## src/rtl/mult_control.sv

```systemverilog
// mult_control: control sequencer for the 8-bit signed add-shift multiplier.
// Turns the level-sensitive Run / ClearA_LoadB switches into exactly one
// 8-step multiply per Run assertion. Each step is an add-or-skip micro-cycle
// followed by an arithmetic-right-shift micro-cycle. The last step subtracts,
// because the multiplier MSB carries negative weight in two's complement.
//
// Ports:
//   Clk           in   system clock, rising edge
//   Reset         in   synchronous, active-high reset
//   Run           in   start request (level, synchronous to Clk)
//   ClearA_LoadB  in   clear X/A and load B request (level, synchronous)
//   M             in   current multiplier LSB B[0] from the datapath
//   Clr_Ld        out  load B from switches and clear X:A
//   Clr_XA        out  clear X and A at the start of a multiply
//   Add           out  A <= A + S
//   Sub           out  A <= A - S
//   Shift         out  arithmetic right shift of X:A:B
//   Busy          out  multiply in progress
//   Done          out  product valid in A:B, held until Run is released
//   Step          out  current step index k (debug)
//
// Outputs are decoded combinationally from the state. The datapath registers
// them on the same edge that advances this sequencer. Clr_Ld additionally
// depends on ClearA_LoadB, and Add/Sub additionally depend on M.
module mult_control (
  input  logic       Clk,
  input  logic       Reset,
  input  logic       Run,
  input  logic       ClearA_LoadB,
  input  logic       M,
  output logic       Clr_Ld,
  output logic       Clr_XA,
  output logic       Add,
  output logic       Sub,
  output logic       Shift,
  output logic       Busy,
  output logic       Done,
  output logic [2:0] Step
);

  localparam int unsigned STEP_W = 3;
  localparam logic [STEP_W-1:0] LAST_STEP = STEP_W'(7);

  typedef enum logic [2:0] {
    S_IDLE  = 3'd0,
    S_CLR   = 3'd1,
    S_ADD   = 3'd2,
    S_SHIFT = 3'd3,
    S_HOLD  = 3'd4
  } state_t;

  state_t            state, state_nxt;
  logic [STEP_W-1:0] k, k_nxt;

  // State and step-counter register.
  always_ff @(posedge Clk) begin
    if (Reset) begin
      state <= S_IDLE;
      k     <= '0;
    end else begin
      state <= state_nxt;
      k     <= k_nxt;
    end
  end

  // Next-state and output decode.
  always_comb begin
    state_nxt = state;
    k_nxt     = k;
    Clr_Ld    = 1'b0;
    Clr_XA    = 1'b0;
    Add       = 1'b0;
    Sub       = 1'b0;
    Shift     = 1'b0;
    Busy      = 1'b0;
    Done      = 1'b0;

    case (state)
      S_IDLE: begin
        // Run has priority, but a simultaneous load still happens this cycle.
        Clr_Ld = ClearA_LoadB;
        if (Run) state_nxt = S_CLR;
      end
      S_CLR: begin
        Busy      = 1'b1;
        Clr_XA    = 1'b1;
        k_nxt     = '0;
        state_nxt = S_ADD;
      end
      S_ADD: begin
        Busy = 1'b1;
        // The final partial product has negative weight.
        if (k == LAST_STEP) Sub = M;
        else                Add = M;
        state_nxt = S_SHIFT;
      end
      S_SHIFT: begin
        Busy  = 1'b1;
        Shift = 1'b1;
        if (k == LAST_STEP) begin
          state_nxt = S_HOLD;
        end else begin
          k_nxt     = k + STEP_W'(1);
          state_nxt = S_ADD;
        end
      end
      S_HOLD: begin
        Done   = 1'b1;
        Clr_Ld = ClearA_LoadB;
        // Only a Run release re-arms the sequencer.
        if (!Run) state_nxt = S_IDLE;
      end
      default: begin
        state_nxt = S_IDLE;
      end
    endcase

    // While reset is asserted no load may leak through to the datapath.
    if (Reset) Clr_Ld = 1'b0;
  end

  assign Step = k;

endmodule

```

## config.mk

```make
export PLATFORM = sky130hd
export DESIGN_NAME = mult_control
export DESIGN_NICKNAME = d
export VERILOG_FILES = /design/src/rtl/mult_control.sv
export SDC_FILE = /design/constraint.sdc
export NUM_CORES = 1
export LEC_CHECK = 0
export ABC_AREA = 1
export ABC_CLOCK_PERIOD_IN_PS = 1810
export CAP_MARGIN = 20
export CORE_AREA = 3 3 40 42
export DETAILED_ROUTE_END_ITERATION = 10
export DIE_AREA = 0 0 43 45
export HOLD_SLACK_MARGIN = 0.02
export PLACE_DENSITY_LB_ADDON = 0.15
export SETUP_SLACK_MARGIN = 0.5
export SLEW_MARGIN = 20
export SYNTH_ARGS = -nofsm -noshare
export SYNTH_HDL_FRONTEND = slang
export SYNTH_SLANG_ARGS = --single-unit
```

## constraint.sdc

```tcl
create_clock -name Clk -period 1.81 [get_ports Clk]
set_clock_uncertainty 0.1 [all_clocks]
set_input_delay 0.543 -clock Clk [delete_from_list [all_inputs] [get_ports Clk]]
set_output_delay 0.543 -clock Clk [all_outputs]
set_load 0.005 [all_outputs]
```

==> flow_summary.json, run 1 <==
{
  "die_w_um": 43,
  "yosys.area.top_type": "dfxtp_1",
  "antenna_found_initial": 0,
  "synth-seq-cells": 6,
  "worstSkewPairLatency_ns": 0.24,
  "maxCapViolCount": 0,
  "netlist_instances": 45,
  "gp_congestion": 0.702,
  "ctsRootBufferMaster": "clkbuf_4",
  "drc_errors": 0,
  "fin_hold_ws_ns": 0.408,
  "cts_tree": "done",
  "yosys_warnings": 0,
  "portBuffers": 14,
  "die_h_um": 45,
  "post-route-period-util_pct": 99.5,
  "syn_to_final_growth_pct": 126,
  "layout_common_cells": "buf_4, buf_6, nand2_1",
  "core.rowCount": 13,
  "reg2reg_setup_slack_ns": 0.39,
  "drt_iter0_drc": 0,
  "grt_max_degree": 6,
  "highest_layer": "met4",
  "cts_buffers": 3,
  "timing.slew.headroom_pct": 85.9,
  "fillers": 142,
  "max_stage_delay_ns": 0.35,
  "ant_nets": 0,
  "status": "finished clean",
  "io_pins": 15,
  "vias_per_cell": 4.33,
  "wl_met1_um": 334,
  "cpMaxStageDelayCell": "dfxtp_2",
  "p_leak_uw": 0.000327,
  "period_needed_ns": 1.80,
  "cp.required_ns": 1.17,
  "fmax_ghz": 0.555,
  "netlist_area_um2": 319,
  "avgSynthCellArea_um2": 7.09,
  "vias": 416,
  "grt_use_total_pct": 11.3,
  "grt_pass1_wl_um": 1570,
  "finalMaxSlewViolations": 0,
  "path_clk_slew_ns": 0.04,
  "mostFrequentLayoutCell": "buf_4",
  "nNetsFinal": 90,
  "antenna_cells": 0,
  "wl_per_cell_um": 9.47,
  "end_kind": "output pin",
  "hold_class": "register to register",
  "cpMostUsedCell": "ha_4",
  "holdPathStages": 2,
  "synth.top_cell.area_share_pct": 37.6,
  "dr_wl_met3_um": 60,
  "ys_types": 14,
  "routed_wirelength_um": 909,
  "worst-setup-path-type": "register to output pin",
  "cts.sinks": 6,
  "htreeDepth": 1,
  "ff2ff_path_depth": 8,
  "drtPass1Iterations": 1,
  "start_util_pct": 24.8,
  "drive_above_1_share_pct": 72.8,
  "critical_path.cell_chain": "ha_4 > ha_4 > inv_4 > nor3_2 > buf_2",
  "worst_ep_arrival_time_ns": 1.16,
  "finalHoldViolCount": 0,
  "crit_path_start_kind": "register",
  "syn-num-nets": 52,
  "worst_slew_pin_slew_ns": 0.210,
  "cts_buffer_depth": 2,
  "hold_buffers": 0,
  "synth.area.top_cells": "dfxtp_1, nand2_1, ha_1",
  "hpwlAfterDp_um": 684,
  "grt.overflow.total": 0,
  "dr_wl_met2_um": 494,
  "power_uw": 367,
  "critical_path.max_fanout": 3,
  "grt_pass1_vias": 399,
  "rsz0062_at_grt": "yes",
  "p_per_area_nw_per_um2": 509,
  "dieArea_um2": 1940,
  "ir_drop_mv": 0.389,
  "ys_seq_area_share_pct": 37.6,
  "setup_violations": 0,
  "coreArea_um2": 1280
}
-- layer usage --
| layer | global-route usage [%] | up-vias |
|---|---|---|
| met2 | 19.8 | 9 |
| met5 | 0 | - |
| li1 | - | 221 |
| met3 | 3.59 | 4 |
| met1 | 11.8 | 182 |
| met4 | 7.23 | 0 |
-- worst max-delay path, delay by kind of cell, from the launching register on --
kind	cells	cell delay, ns
buffers and inverters	2	0.16
adder cells (fa/ha/maj)	2	0.28
AND/OR/NAND/NOR	1	0.13
flip-flops	1	0.35
-- path summary, 6_finish.rpt --
| path | from | to |
|---|---|---|
| setup reg to reg | Step[0] | Step[1] |
| hold / removal | state[0] | state[0] |
| setup / recovery | Step[0] | Sub |
| hold reg to reg | state[0] | state[0] |
-- flip-flops by register name (all words and copies together) (netlist names) --
name	cells
state	3
Step	3
-- through the flow --
| stage | util [%] | std cells | setup WS [ns] | cell area [µm²] | setup TNS [ns] |
|---|---|---|---|---|---|
| detailed placement | 48.7 | 86 | -0.640 | 626 | -1.76 |
| CTS | 56.2 | 96 | -0.0127 | 722 | -0.0127 |
| global placement | 48.7 | 86 | -0.638 | 626 | -1.75 |
| global route | 56.2 | 96 | -0.0392 | 722 | -0.0701 |
| finish | 56.2 | 96 | 0.00840 | 722 | 0 |
| floorplan | - | 45 | 0.341 | 377 | 0 |
-- layout make-up --
cell class	count	area (µm²)	share of cell area (%)
timing repair buffer	33	272	37.6
multi-input combinational	32	240	33.3
sequential	6	128	17.7
inverter	7	41.3	5.72
clock buffer	3	22.5	3.12
tap	15	18.8	2.60
-- synthesized netlist by cell type --
cell type  instances
a21oi_1            4
a21oi_2            1
dfxtp_1            6
ha_1               2
inv_1              6
inv_2              1
nand2_1           10
nand3_1            3
nor2_1             4
nor2_2             1
nor2_4             1
nor3_1             4
o21ai_0            1
o21ai_2            1
-- power by group --
group          total [µW]  switching [µW]  internal, µW
Combinational         102            47.5          54.7
Clock                 121            45.9          74.8
Sequential            145            4.93           140
Total                 367            98.3           269
-- cells by family after synthesis --
group	after synthesis	share of synthesized area, %
AOI/OAI and AO/OA	7	13.3
adders and majority gates	2	7.84
buffers and inverters	7	8.23
DFF	6	37.6
and+or+nand+nor	23	32.9
-- repair_timing --
item | 4_1_cts | 5_1_grt
gates resized for setup | 68 | 3
buffers inserted | 7 | 0
pin swaps | 12 | 6
setup endpoints to repair | 16 | 14
(Power assumes the default switching activity.)
==> run 2: changes to the inputs <==
--- a/config.mk
+++ b/config.mk
@@ -11,7 +11,7 @@
 export CORE_AREA = 3 3 40 42
 export DETAILED_ROUTE_END_ITERATION = 10
 export DIE_AREA = 0 0 43 45
-export HOLD_SLACK_MARGIN = 0.02
+export HOLD_SLACK_MARGIN = 0.05
 export PLACE_DENSITY_LB_ADDON = 0.15
 export SETUP_SLACK_MARGIN = 0.5
 export SLEW_MARGIN = 20
==> results of run 2 <==
Same layout as run 1: the final DEF is identical, and so are final timing and power.
